$ cat config.mk
export PLATFORM = sky130hd
export DESIGN_NAME = multicycle_ctrl_fsm
export DESIGN_NICKNAME = d
export VERILOG_FILES = /design/src/rtl/multicycle_ctrl_fsm_pkg.sv /design/src/rtl/multicycle_ctrl_fsm_classifier.sv /design/src/rtl/multicycle_ctrl_fsm.sv
export SDC_FILE = /design/constraint.sdc
export NUM_CORES = 1
export LEC_CHECK = 0
export BUFFER_PORTS_ARGS = -buffer_cell sky130_fd_sc_hd__buf_2
export CORE_UTILIZATION = 35
export DETAILED_ROUTE_END_ITERATION = 10
export GPL_ROUTABILITY_DRIVEN = 0
export PLACE_DENSITY = 0.61
export SYNTH_ARGS = -nofsm -noshare
export SYNTH_HDL_FRONTEND = slang
export SYNTH_SLANG_ARGS = --single-unit
$ cat constraint.sdc
create_clock -name clk -period 2.6 [get_ports clk]
set_clock_uncertainty 0.05 [all_clocks]
set_input_delay 0.52 -clock clk [delete_from_list [all_inputs] [get_ports clk]]
set_output_delay 0.52 -clock clk [all_outputs]
set_load 0.01 [all_outputs]
$ cat src/rtl/multicycle_ctrl_fsm_pkg.sv
// Shared types for the multi-cycle control FSM: state encoding, opcode classes,
// ALU operation codes and the registered control bundle.
package multicycle_ctrl_fsm_pkg;

    localparam int unsigned STATE_W = 3;
    localparam int unsigned CLS_W   = 3;
    localparam int unsigned ALUOP_W = 2;

    typedef enum logic [STATE_W-1:0] {
        ST_FETCH  = 3'd0,
        ST_DECODE = 3'd1,
        ST_EXEC   = 3'd2,
        ST_MEM    = 3'd3,
        ST_WB     = 3'd4
    } state_t;

    typedef enum logic [CLS_W-1:0] {
        CLS_NOP = 3'd0,
        CLS_R   = 3'd1,
        CLS_I   = 3'd2,
        CLS_LD  = 3'd3,
        CLS_ST  = 3'd4,
        CLS_BR  = 3'd5,
        CLS_J   = 3'd6,
        CLS_ILL = 3'd7
    } cls_t;

    localparam logic [ALUOP_W-1:0] ALUOP_ADD = 2'b00;
    localparam logic [ALUOP_W-1:0] ALUOP_CMP = 2'b01;
    localparam logic [ALUOP_W-1:0] ALUOP_R   = 2'b10;
    localparam logic [ALUOP_W-1:0] ALUOP_I   = 2'b11;

    typedef struct packed {
        logic               ir_load;
        logic               pc_write;
        logic               regdest;
        logic               regwrite;
        logic               alusrc;
        logic               memread;
        logic               memwrite;
        logic               mem_to_reg;
        logic               branch;
        logic               jump;
        logic [ALUOP_W-1:0] aluop;
        logic               busy;
    } ctrl_t;

    function automatic logic [ALUOP_W-1:0] aluop_of(input cls_t c);
        case (c)
            CLS_R:   aluop_of = ALUOP_R;
            CLS_I:   aluop_of = ALUOP_I;
            CLS_BR:  aluop_of = ALUOP_CMP;
            default: aluop_of = ALUOP_ADD;
        endcase
    endfunction

endpackage

$ cat src/rtl/multicycle_ctrl_fsm_classifier.sv
// Combinational opcode classifier: maps an opcode to its instruction class and
// flags opcodes outside the mapped set (including any nonzero upper bits).
module opcode_classifier
    import multicycle_ctrl_fsm_pkg::*;
#(
    parameter int unsigned OPCODE_W = 6
) (
    input  logic [OPCODE_W-1:0] opcode,
    output cls_t                cls,
    output logic                legal
);

    logic [5:0] low;
    logic       upper_zero;

    assign low        = opcode[5:0];
    assign upper_zero = ((opcode >> 6) == '0);

    always_comb begin
        cls = CLS_ILL;
        case (low)
            6'd0:                                        cls = CLS_NOP;
            6'd1, 6'd2, 6'd3, 6'd4, 6'd7, 6'd8, 6'd24:   cls = CLS_R;
            6'd5, 6'd6, 6'd9, 6'd10, 6'd11, 6'd12, 6'd25: cls = CLS_I;
            6'd13:                                       cls = CLS_LD;
            6'd14:                                       cls = CLS_ST;
            6'd15, 6'd16, 6'd17, 6'd18, 6'd19, 6'd20:    cls = CLS_BR;
            6'd21, 6'd22, 6'd23:                         cls = CLS_J;
            default:                                     cls = CLS_ILL;
        endcase
        if (!upper_zero) begin
            cls = CLS_ILL;
        end
    end

    assign legal = (cls != CLS_ILL);

endmodule

$ cat src/rtl/multicycle_ctrl_fsm.sv
// Multi-cycle instruction control: sequences FETCH/DECODE/EXEC/MEM/WB and
// drives registered datapath controls, with a bounded wait on data memory.
module multicycle_ctrl_fsm
    import multicycle_ctrl_fsm_pkg::*;
#(
    parameter int unsigned OPCODE_W    = 6,
    parameter int unsigned MEM_TIMEOUT = 15,
    parameter int unsigned CNT_W       = 4
) (
    input  logic                clk,
    input  logic                rst,
    input  logic                instr_valid,
    input  logic [OPCODE_W-1:0] opcode,
    input  logic                mem_ready,
    output logic                ir_load,
    output logic                pc_write,
    output logic                regdest,
    output logic                regwrite,
    output logic                alusrc,
    output logic                memread,
    output logic                memwrite,
    output logic                mem_to_reg,
    output logic                branch,
    output logic                jump,
    output logic [1:0]          aluop,
    output logic                busy,
    output logic                illegal_op,
    output logic                timeout,
    output logic [2:0]          state
);

    state_t              state_q, state_d;
    ctrl_t               ctrl_q, ctrl_d;
    logic [OPCODE_W-1:0] opcode_q, opcode_d;
    logic [CNT_W-1:0]    cnt_q, cnt_d;
    logic                illegal_q, illegal_d;
    logic                timeout_q, timeout_d;
    cls_t                cls;
    logic                legal;

    opcode_classifier #(.OPCODE_W(OPCODE_W)) u_classifier (
        .opcode (opcode_q),
        .cls    (cls),
        .legal  (legal)
    );

    always_ff @(posedge clk) begin
        if (rst) begin
            state_q   <= ST_FETCH;
            ctrl_q    <= '0;
            opcode_q  <= '0;
            cnt_q     <= '0;
            illegal_q <= 1'b0;
            timeout_q <= 1'b0;
        end else begin
            state_q   <= state_d;
            ctrl_q    <= ctrl_d;
            opcode_q  <= opcode_d;
            cnt_q     <= cnt_d;
            illegal_q <= illegal_d;
            timeout_q <= timeout_d;
        end
    end

    // Transition pulses come from the decision taken in the current state;
    // level controls are decoded from the state being entered.
    always_comb begin
        state_d   = state_q;
        ctrl_d    = '0;
        opcode_d  = opcode_q;
        cnt_d     = cnt_q;
        illegal_d = illegal_q;
        timeout_d = timeout_q;

        case (state_q)
            ST_FETCH: begin
                if (instr_valid) begin
                    opcode_d       = opcode;
                    ctrl_d.ir_load = 1'b1;
                    state_d        = ST_DECODE;
                end
            end
            ST_DECODE: begin
                if (!legal) begin
                    illegal_d       = 1'b1;
                    ctrl_d.pc_write = 1'b1;
                    state_d         = ST_FETCH;
                end else if (cls == CLS_NOP) begin
                    ctrl_d.pc_write = 1'b1;
                    state_d         = ST_FETCH;
                end else begin
                    state_d = ST_EXEC;
                end
            end
            ST_EXEC: begin
                case (cls)
                    CLS_BR: begin
                        ctrl_d.branch   = 1'b1;
                        ctrl_d.pc_write = 1'b1;
                        state_d         = ST_FETCH;
                    end
                    CLS_J: begin
                        ctrl_d.jump     = 1'b1;
                        ctrl_d.pc_write = 1'b1;
                        state_d         = ST_FETCH;
                    end
                    CLS_LD, CLS_ST: begin
                        cnt_d   = '0;
                        state_d = ST_MEM;
                    end
                    default: state_d = ST_WB;
                endcase
            end
            ST_MEM: begin
                // A ready arriving on the last allowed cycle still completes the access.
                if (mem_ready) begin
                    cnt_d = '0;
                    if (cls == CLS_LD) begin
                        state_d = ST_WB;
                    end else begin
                        ctrl_d.pc_write = 1'b1;
                        state_d         = ST_FETCH;
                    end
                end else if (cnt_q == CNT_W'(MEM_TIMEOUT - 1)) begin
                    cnt_d           = '0;
                    timeout_d       = 1'b1;
                    ctrl_d.pc_write = 1'b1;
                    state_d         = ST_FETCH;
                end else begin
                    cnt_d = cnt_q + CNT_W'(1);
                end
            end
            ST_WB: begin
                ctrl_d.pc_write = 1'b1;
                state_d         = ST_FETCH;
            end
            default: state_d = ST_FETCH;
        endcase

        ctrl_d.busy = (state_d != ST_FETCH);
        case (state_d)
            ST_EXEC: begin
                ctrl_d.regdest = (cls == CLS_R);
                ctrl_d.alusrc  = (cls == CLS_I) || (cls == CLS_LD) || (cls == CLS_ST);
                ctrl_d.aluop   = aluop_of(cls);
            end
            ST_MEM: begin
                ctrl_d.memread  = (cls == CLS_LD);
                ctrl_d.memwrite = (cls == CLS_ST);
                ctrl_d.alusrc   = 1'b1;
                ctrl_d.aluop    = ALUOP_ADD;
            end
            ST_WB: begin
                ctrl_d.regwrite   = 1'b1;
                ctrl_d.regdest    = (cls == CLS_R);
                ctrl_d.mem_to_reg = (cls == CLS_LD);
            end
            default: ;
        endcase
    end

    assign ir_load    = ctrl_q.ir_load;
    assign pc_write   = ctrl_q.pc_write;
    assign regdest    = ctrl_q.regdest;
    assign regwrite   = ctrl_q.regwrite;
    assign alusrc     = ctrl_q.alusrc;
    assign memread    = ctrl_q.memread;
    assign memwrite   = ctrl_q.memwrite;
    assign mem_to_reg = ctrl_q.mem_to_reg;
    assign branch     = ctrl_q.branch;
    assign jump       = ctrl_q.jump;
    assign aluop      = ctrl_q.aluop;
    assign busy       = ctrl_q.busy;
    assign illegal_op = illegal_q;
    assign timeout    = timeout_q;
    assign state      = 3'(state_q);

endmodule

Yosys cells after proc, flatten, opt, wreduce, memory -nomap -nowiden
Memories as Yosys holds them, arrays and structs flattened. A register that Yosys moved wholly into a read port is not among the register bits.
Cells that the tools add are included.
{"block": "op_classes", "n_bitwise": 8, "n_eq_ne": 16, "addsub": 1, "n_mux": 28, "n_reduce_logical": 19}
{"operator": "$eq 3x2->1 const B", "count": 6}
{"operator": "$reduce_or 2->1", "count": 9}
{"operator": "$eq 3x3->1 const B", "count": 5}
{"operator": "$mux 3", "count": 5}
{"operator": "$mux 4", "count": 3}
{"operator": "$pmux 3 s4", "count": 1}
{"operator": "$mux 1", "count": 10}
{"operator": "$mux 5", "count": 2}
{"operator": "$not 1->1", "count": 8}
{"operator": "$pmux 4 s2", "count": 1}
{"operator": "$eq 3x1->1 const B", "count": 2}
{"operator": "$logic_not 3->1", "count": 2}
{"operator": "$pmux 2 s3", "count": 1}
{"operator": "$pmux 3 s2", "count": 1}
{"operator": "$reduce_and 2->1", "count": 3}
{"operator": "$add 4x1->4 const B", "count": 1}
{"operator": "$eq 4x4->1 const B", "count": 1}
{"operator": "$mux 2", "count": 2}
{"operator": "$pmux 1 s4", "count": 1}
{"operator": "$ne 3x3->1 const B", "count": 1}
{"operator": "$reduce_and 3->1", "count": 1}
{"operator": "$reduce_bool 3->1", "count": 1}
{"operator": "$logic_or 1x1->1", "count": 2}
{"operator": "$ne 2x1->1 const B", "count": 1}
{"operator": "2 further kinds", "count": 2}
{"block": "word_totals", "regBits": 28, "input_bits": 10, "elab_cells": 90, "memories": 1, "out_inout_bits": 18, "romBits": 96}
{"memory": "(no name shown)", "words": 32, "word_bits": 3, "rd": 1, "rd_ports_with_merged_regs": 1, "wr": 0, "line_no": "multicycle_ctrl_fsm_classifier.sv:21", "text": "case (low)"}

Depth between registers and ports, before layout
Gate-level depths: netlist of run 1.
{"block": "depth", "word_depth": 9, "mapped_depth": 11}

Hierarchy
A second synthesis of run 1 with hierarchy kept.
{"block": "unflattened", "hier_cells": 155, "hier_area_um2": 1422.6}
{"module": "multicycle_ctrl_fsm", "area_per_inst_um2": 1214.9, "instances": 1, "cells_each": 128}
{"module": "opcode_classifier", "area_per_inst_um2": 207.7, "instances": 1, "cells_each": 27}

Worst setup path before layout of run 1
Ideal clock, no wire load.
{"block": "synth_timing", "kind": "input -> register", "from": "input port instr_valid", "to": "register with a tool-made name", "path_slack_ns": 0.020, "arrival_time_ns": 2.448, "setup_time_ns": 0.083, "stages": 11, "path_buffers": 2, "required_time_ns": 2.467, "cell_sequence": "or4b_1 > buf_6 > buf_2 > nand2_1 > a21oi_1 > inv_1 > ha_1 > nor2_1 > mux2_2 > o32a_1 > o221ai_1"}
{"item": "from (decl)", "line_no": "multicycle_ctrl_fsm.sv:12", "text": "input logic instr_valid,"}

==> results of run 1 <==
[cell families (layout without fill, tap and decap cells)]
logic type                 after synthesis  count (layout)  synth area share, %
AOI/OAI and AO/OA                       48              48                 19.7
xor gates and xnor gates                 1               1                0.523
adders and majority gates                5               5                 3.74
buffers and inverters                   25              58                 6.13
DFF                                     31              31                 37.1
muxes                                    8               8                 4.86
and+or+nand+nor                         73              73                 28.0
[power breakdown]
part | internal, uW | switching, uW | total, uW | leakage, uW
registers | 497 | 36.9 | 533 | 0.000252
clock network | 188 | 181 | 368 | 0.0000422
logic | 105 | 109 | 214 | 0.000543
total | 789 | 326 | 1120 | 0.000838
[worst min-delay path, cell delays in order (launching register included)]
cell	delay (ns)
dfxtp_1	0.32
a21oi_1	0.04
nor2_1	0.07
[cells in the final DEF, fill, tap and decap left out, types with 4 or more instances in the layout]
master and instances:
nand2_1 9, buf_4 13, nand2b_1 9, nor3b_1 6, mux2i_1 7, nor3_1 5, a31oi_1 4, buf_2 27
dfxtp_1 31, inv_1 10, ha_1 5, a21oi_1 17, nor2_1 13, nand3_1 4, clkbuf_8 5, o21ai_0 5
[worst max-delay path by stage]
stage | end | slack [ns] | start
global route | register | 0.01 | state[1]$_SDFF_PP0_
finish | register | 0.11 | state[1]$_SDFF_PP0_
CTS | register | 0.13 | state[1]$_SDFF_PP0_
global placement | register | -0.03 | instr_valid
detailed placement | register | -0.08 | instr_valid
floorplan | register | 0.02 | instr_valid
[layout make-up]
type / instances / area [sq um] / share of cell area [%]
timing repair buffer: 40 / 233 / 11.7
inverter: 10 / 37.5 / 1.89
clock inverter: 1 / 5.00 / 0.252
clock buffer: 7 / 76.3 / 3.84
tap: 52 / 65.1 / 3.27
sequential: 31 / 621 / 31.2
multi-input combinational: 135 / 951 / 47.8
[through the flow]
stage | total power, uW | setup TNS [ns]
6_report | 1120 | 0
5_1_grt | 1180 | 0
4_1_cts | 1120 | 0
3_5_place_dp | 754 | -0.0772
3_3_place_gp | 755 | -0.0320
2_1_floorplan | 690 | 0
[metal layers]
metal	vias to the layer above	GRT usage, %
met3	6	4.27
li1	763	-
met1	717	22.7
met5	-	0
met2	42	25.3
met4	0	7.56
==> run metrics, run 1 <==
smallest hold slack=0.414 ns; critical path peak fanout=5; worst setup timing slack at the placement stage=-0.0772 ns; ys flop type=dfxtp_1; Tot GR Track Use=16.8%; Worst EP required=2.70 ns; core utilization of the finished layout=44.4%; kind of start point of the critical path=register; final setup violation count=0; cell types with the largest area share after synthesis=dfxtp_1 37%, a21oi_1 5.1%, mux2i_1 4.2%; worst-margin pin slew=0.599 ns; part of the Yosys area used for sequential elements=37.1%; per-cell routed wire length=14.1 um; commonest cells in the synthesized netlist=31 x dfxtp_1, 17 x a21oi_1, 13 x nor2_1, 11 x clkbuf_1, 10 x inv_1; fillcell total=454; endpoints failing hold=0; CTS Hold Buffers Added=0; leakage power figure=0.000838 uW; clock tree from TritonCTS=yes; Reg with most FFs=opcode_q; FF-to-FF path depth=9; wire length of the first global-routing pass=6720 um; PortBufs=27; pwr/cell area=561 nW/um^2; fraction of registers with async set/reset=0%; Min Clock Period, post-route=2.49 ns; final setup margin=0.108 ns; first-pass iteration count of the detailed router=7; post-route cell area=1990 sq um; maximum vdd drop=0.212 mV; number of vias after detailed routing=1528; flop-to-flop setup slack=0.11 ns; Clk Tree Root Cell=clkbuf_8; total met3 wirelength after detailed routing=200 um; crit path capture type=register; fraction of final layout cells with drive strength greater than 1=24.6%; max reg flops=6; outcome=finished, violations left; maximum clock path buffer count=2; worst hold path depth=2; post-CTS setup-driven buffer insertion count=0; Slew Limit Fails=0; number of primary I/O pins=28; number of levels the H-tree was split into=2; Critical path buffers and inverters=1; antenna violations before repair=0; YS warnings=0; relative slew slack=59.7%; number of flops mapped to enable cells by yosys=0; number of nets in the final layout=238; Area growth, synth to finish=18.8%; antenna fix cells=0; vias in the first global route=1432; synthesized instance count=191; total nets after synthesis=206; starting utilization of the core area=37.4%; biggest area consumer among synthesized cells=dfxtp_1; number of violations reported at the end of detailed-routing iteration 0=136; horizontal extent of the die=71.2 um; violations in the final reports=DRC; clock transition at the registers of the reported paths=0.07 ns; critical path, cell by cell=or4b_1 > mux2i_1 > nor2_1 > inv_1 > ha_1 > or3b_2 > o2111ai_1 > a21o_1 > o221ai_1; start point of the worst hold path=timeout$_SDFFE_PP0P_; worst hold path type=register to register; Routed Antenna Nets=0; number of distinct standard cells referenced by the synthesized netlist=55; drt via density=5.54; startpoint of the most critical register-to-register path=state[1]$_SDFF_PP0_; placeable core area=4470 sq um; Die Outline Area=5060 sq um; FF+latch count, synth=31; half-perimeter wire length after placement=2670 um; portion of synthesized cell area occupied by the leading cell type=37.1%; Worst path top cell family by delay=simple AND/OR/NAND/NOR gates; maximum number of pins on one net before global-route repair=27; number of resized instances in the post-cts repair step=0; post-placement cell area=1910 sq um; Detailed Route WL=3880 um; TritonCTS buffer count=5; max layer used=met4; combined area of all synthesized cells=1670 sq um; period utilization=95.9%; clock latency reported for the late side of the worst-skew pair=0.28 ns; Crit path depth=9; Hold Path End=timeout$_SDFFE_PP0P_; library cell contributing the largest single delay on the critical path=or4b_1; Post-Syn Area per Cell=8.76 sq um; Max Freq=401 MHz; Finished Layout Cells=276; length of routed met2 wiring=1700 um; die boundary height=71.2 um; Clock Sinks=31; RSZ-0062 raised after global routing=false; sum of overflow across all layers after global routing=0; FP Rows=24; CP arrival=2.59 ns; met1 routed wirelength after detailed routing=1930 um; highest cell delay on the worst timing path=0.59 ns; cell with the most instances after synthesis=dfxtp_1; DRC Markers=3; DP Cell Count=268; type of the setup path with the least slack=register to register; Max-Cap Viols=0
No activity file was read; power rests on OpenSTA's default activity.
==> inputs of run 2 (changes only) <==
--- a/config.mk
+++ b/config.mk
@@ -7,2 +7,3 @@
 export LEC_CHECK = 0
+export ABC_AREA = 1
 export BUFFER_PORTS_ARGS = -buffer_cell sky130_fd_sc_hd__buf_2
==> constraint.sdc (replaced) <==
create_clock -name clk -period 2.6 [get_ports clk]
set_clock_uncertainty 0.05 [all_clocks]
set_input_delay 0.13 -clock clk [delete_from_list [all_inputs] [get_ports clk]]
set_output_delay 0.13 -clock clk [all_outputs]
set_load 0.01 [all_outputs]
==> run metrics, run 2 <==
area of combinational cells with multiple inputs=744 sq um; Post-Syn Area per Cell=7.27 sq um; max reg flops=6; number of levels the H-tree was split into=2; post-placement cell area=1720 sq um; maximum clock path buffer count=2; cell types with the largest area share after synthesis=dfxtp_1 40%, nand2_1 12%, inv_1 8.5%; Max Freq=471 MHz; FF+latch count, synth=31; Critical path buffers and inverters=2; flop-to-flop setup slack=0.48 ns; number of resized instances in the post-cts repair step=0; die boundary height=68.3 um; part of the Yosys area used for sequential elements=40.3%; highest cell delay on the worst timing path=0.37 ns; critical path, cell by cell=nor2_4 > nand3_2 > nand2_1 > nand2_1 > nor2_1 > inv_1 > ha_1 > inv_1 > nand3_1 > nand2_1 > nand2_1 > nand2_1 > nand2_1 > nand2_1; post-route cell area=1810 sq um; post-CTS setup-driven buffer insertion count=0; critical path peak fanout=11; number of flops mapped to enable cells by yosys=0; FP Rows=23; period utilization=81.7%; commonest non-fill, non-tap cell in the layout=nand2_1; clock latency reported for the late side of the worst-skew pair=0.28 ns; worst hold path depth=3; fillcell total=438; per-cell routed wire length=10.5 um; maximum number of pins on one net before global-route repair=16; Max-Cap Viols=0; relative slew slack=76.7%; area of all sequential standard cells=621 sq um; fraction of registers with async set/reset=0%; final setup violation count=0; most repeated library cell on the critical path=nand2_1; number of violations reported at the end of detailed-routing iteration 0=62; Clock Sinks=31; CTS Hold Buffers Added=0; maximum vdd drop=0.285 mV; half-perimeter wire length after placement=2390 um; Die Outline Area=4670 sq um; smallest hold slack=0.0994 ns; portion of synthesized cell area occupied by the leading cell type=40.3%; TritonCTS buffer count=5; first-pass iteration count of the detailed router=4; Seq pwr share=44.3%; worst hold path type=input port to register; DP Cell Count=287; Hold Path End=opcode_q[5]$_SDFFE_PP0N_; drt via density=4.57; worst-margin pin slew=0.346 ns; type of the setup path with the least slack=register to register; YS warnings=0; placeable core area=4120 sq um; switching part of the total power=31.6%; Post-Route Setup TNS=0 ns; Clk Tree Root Cell=clkbuf_8; Routed Antenna Nets=0; horizontal extent of the die=68.3 um; number of vias after detailed routing=1344; kind of start point of the critical path=register; pwr/cell area=658 nW/um^2; fraction of final layout cells with drive strength greater than 1=23.0%; clock transition at the registers of the reported paths=0.06 ns; number of primary I/O pins=28; Worst path top cell family by delay=simple AND/OR/NAND/NOR gates; combined area of all synthesized cells=1540 sq um; Slew Limit Fails=0; ys flop type=dfxtp_1; Internal Dissipation=815 uW; combinational group share of total power=24.1%; antenna violations before repair=0; starting utilization of the core area=37.4%; endpoints failing hold=0; commonest cells in the synthesized netlist=51 x nand2_1, 35 x inv_1, 31 x dfxtp_1, 21 x nor2_1, 12 x nand3_1; power share of the clock group=31.6%; Worst EP required=2.78 ns; crit path capture type=register; Reg with most FFs=opcode_q; number of nets in the final layout=259; outcome=completed; clock tree from TritonCTS=yes; startpoint of the most critical register-to-register path=state[1]$_SDFF_PP0_; library cell contributing the largest single delay on the critical path=dfxtp_1; FF-to-FF path depth=14; total nets after synthesis=227; power spent charging and discharging nets=376 uW; Tot GR Track Use=15.9%; biggest area consumer among synthesized cells=dfxtp_1; Area growth, synth to finish=17.6%; CP arrival=2.30 ns; Min Clock Period, post-route=2.12 ns; number of distinct standard cells referenced by the synthesized netlist=28; PortBufs=27; sum of overflow across all layers after global routing=0; most used cells in the layout excluding fill and tap cells=51 x nand2_1, 35 x inv_1, 31 x dfxtp_1; vias in the first global route=1256; DRC Markers=0; Detailed Route WL=3090 um; RSZ-0062 raised after global routing=false; cell with the most instances after synthesis=nand2_1; leakage power figure=0.000950 uW; synthesized instance count=212; Finished Layout Cells=294; start point of the worst hold path=opcode[5]; wire length of the first global-routing pass=5380 um; antenna fix cells=0
run 2: cell types whose count changed after synthesis, sizes merged, moves of 5 or more:
| cell | change |
|---|---|
| mux2i | -7 |
| nand4 | +5 |
| nor4b | -5 |
| nor3b | -6 |
| o21ai | +6 |
| a21oi | -6 |
| inv | +31 |
| nand2 | +44 |
| nand3 | +12 |
| nand2b | -9 |
| clkbuf | -11 |
| nor2 | +13 |
run 2: cells by family after synthesis:
group / share of synthesized area [%]
AOI/OAI and AO/OA: 8.53
adders and majority gates: 4.06
buffers and inverters: 11.4
DFF: 40.3
xor gates and xnor gates: 0.569
and+or+nand+nor: 35.2
run 2: through the flow:
step	total power, uW	setup WS (ns)	utilization (%)
after floorplan	765	0.745	-
after global placement	825	0.600	41.9
after detailed placement	828	0.493	41.9
after CTS	1210	0.474	44.0
after global routing	1270	0.251	44.0
final	1190	0.476	44.0
run 2: layout make-up:
class | instances | share of cell area [%]
tap | 50 | 3.45
clock inverter | 1 | 0.276
multi-input combinational | 137 | 41.1
clock buffer | 6 | 4.56
timing repair buffer | 28 | 7.87
sequential | 31 | 34.3
inverter | 41 | 8.49
run 2: routing by layer:
metal	vias to the layer above	part of all wire [%]	GRT usage, %
li1	717	-	-
met1	587	46	18.1
met2	35	46	26.2
met3	5	6.0	5.17
met4	0	1.8	8.07
met5	-	0	0
run 2: worst register-to-register path, cell delays in order (launching register included):
cell and delay [ns]:
dfxtp_1 0.37, nor2_4 0.21, nand3_2 0.27, nand2_1 0.15, nand2_1 0.10, nor2_1 0.14, inv_1 0.08, ha_1 0.30
inv_1 0.07, nand3_1 0.07, nand2_1 0.07, nand2_1 0.04, nand2_1 0.05, nand2_1 0.04, nand2_1 0.04
run 2: worst max path at each step:
| stage | start | endpoint | slack, ns | cells past startpoint |
|---|---|---|---|---|
| floorplan | state[1]$_SDFF_PP0_ | register | 0.74 | 15 |
| global placement | state[1]$_SDFF_PP0_ | register | 0.60 | 14 |
| detailed placement | state[1]$_SDFF_PP0_ | register | 0.49 | 14 |
| CTS | state[1]$_SDFF_PP0_ | register | 0.47 | 14 |
| global route | state[1]$_SDFF_PP0_ | register | 0.25 | 14 |
| finish | state[1]$_SDFF_PP0_ | register | 0.48 | 14 |
run 2: power groups by stage:
stage	logic (uW)	registers, uW	clock network, uW
5_1_grt	334	533	407
3_3_place_gp	287	539	0
2_1_floorplan	219	545	0
6_report	287	528	376
3_5_place_dp	288	539	0
4_1_cts	289	529	392
==> inputs of run 3 (changes only) <==
- clock period: 2.6 -> 1.95 ns (I/O delays scaled with it)
==> run metrics, run 3 (same netlist as run 2, synthesis figures left out) <==
endpoints failing hold=0; worst hold path type=input port to register; post-layout total power=1650 uW; first-pass iteration count of the detailed router=3; post-route cell area=1850 sq um; final setup violation count=0; FP Rows=23; number of resized instances in the post-cts repair step=0; CP arrival=1.96 ns; DRC Markers=0; Clk Tree Root Cell=clkbuf_8; wire length of the first global-routing pass=5040 um; RSZ-0062 raised after global routing=false; Die Outline Area=4670 sq um; antenna violations before repair=0; Area growth, synth to finish=20.4%; clock transition at the registers of the reported paths=0.06 ns; PortBufs=27; relative slew slack=79.5%; type of the setup path with the least slack=register to register; max reg flops=6; crit path capture type=register; Slew Limit Fails=0; sum of overflow across all layers after global routing=0; commonest non-fill, non-tap cell in the layout=nand2_1; number of nets in the final layout=263; TritonCTS buffer count=5; Min Clock Period, post-route=1.79 ns; fillcell total=424; vias in the first global route=1169; maximum clock path buffer count=2; worst-margin pin slew=0.305 ns; horizontal extent of the die=68.3 um; period utilization=91.6%; clock latency reported for the late side of the worst-skew pair=0.28 ns; clock tree from TritonCTS=yes; maximum number of pins on one net before global-route repair=15; most used cells in the layout excluding fill and tap cells=51 x nand2_1, 35 x inv_1, 31 x dfxtp_1; die boundary height=68.3 um; Max Freq=560 MHz; number of vias after detailed routing=1332; smallest hold slack=0.0575 ns; CTS Hold Buffers Added=0; critical path peak fanout=4; Reg with most FFs=opcode_q; per-cell routed wire length=9.86 um; placeable core area=4120 sq um; Max-Cap Viols=0; antenna fix cells=0; Routed Antenna Nets=0; Tot GR Track Use=14.9%; post-placement cell area=1750 sq um; Post-Route Setup TNS=0 ns; maximum vdd drop=0.406 mV; number of primary I/O pins=28; number of levels the H-tree was split into=2; post-CTS setup-driven buffer insertion count=0; half-perimeter wire length after placement=2310 um; leakage power figure=0.000974 uW; starting utilization of the core area=37.4%; kind of start point of the critical path=register; fraction of final layout cells with drive strength greater than 1=24.1%; Detailed Route WL=2950 um; outcome=completed; number of violations reported at the end of detailed-routing iteration 0=38; pwr/cell area=890 nW/um^2; Clock Sinks=31; drt via density=4.45; Worst EP required=2.12 ns
## run 3: cell count changes in the layout (fill, tap and decap cells not counted)
| cell | delta |
|---|---|
| buf_4 | +4 |
| clkbuf_1 | +1 |
| clkbuf_8 | +1 |
| clkinv_2 | -1 |
## run 3: critical path: stages (launching register included)
cell	delay, ns
dfxtp_1	0.36
nor2_4	0.17
nand3_2	0.11
nand2_1	0.07
nand2_1	0.09
nor2_1	0.14
inv_1	0.08
ha_1	0.29
inv_1	0.07
nand3_1	0.07
nand2_1	0.07
nand2_1	0.04
nand2_1	0.05
nand2_1	0.04
nand2_1	0.04
## run 3: final cells by class
cell class / instances / area (sq um) / share of cell area [%]
Clock buffer: 8 / 100 / 5.40
Tap cell: 50 / 62.6 / 3.37
Inverter: 41 / 154 / 8.30
Timing Repair Buffer: 32 / 173 / 9.31
Multi-Input combinational cell: 137 / 744 / 40.1
Sequential cell: 31 / 621 / 33.5
## run 3: final timing paths
path | start | slack [ns] | endpoint | depth (start not counted)
worst max-delay path | state[0]$_SDFF_PP0_ | 0.16 | register | 14
worst max register to register | state[0]$_SDFF_PP0_ | 0.16 | register | 14
worst min-delay path | opcode[5] | 0.06 | opcode_q[5]$_SDFFE_PP0N_ | 3
worst min register to register | timeout$_SDFFE_PP0P_ | 0.39 | timeout$_SDFFE_PP0P_ | 2
## run 3: power breakdown
group	switching, uW	leakage [uW]	internal, uW
sequential	20.0	0.000253	683
combinational	259	0.000669	144
clock	222	0.0000515	322
total	502	0.000974	1150
## run 3: per-layer routing
metal / vias up / GRT usage (%) / wire length [um]
met2: 25 / 22.5 / 1290
met5: - / 0 / 0
met4: 0 / 6.25 / 44
met3: 5 / 5.50 / 116
li1: 731 / - / -
met1: 571 / 18.9 / 1500
## run 3: metrics by stage
step	setup slack (ns)	util (%)	std cells
after detailed placement	0.152	42.4	290
after global placement	0.193	42.4	290
final	0.164	45.1	299
after global routing	0.00161	45.1	299
after floorplan	0.0949	-	212
after CTS	0.122	44.9	298
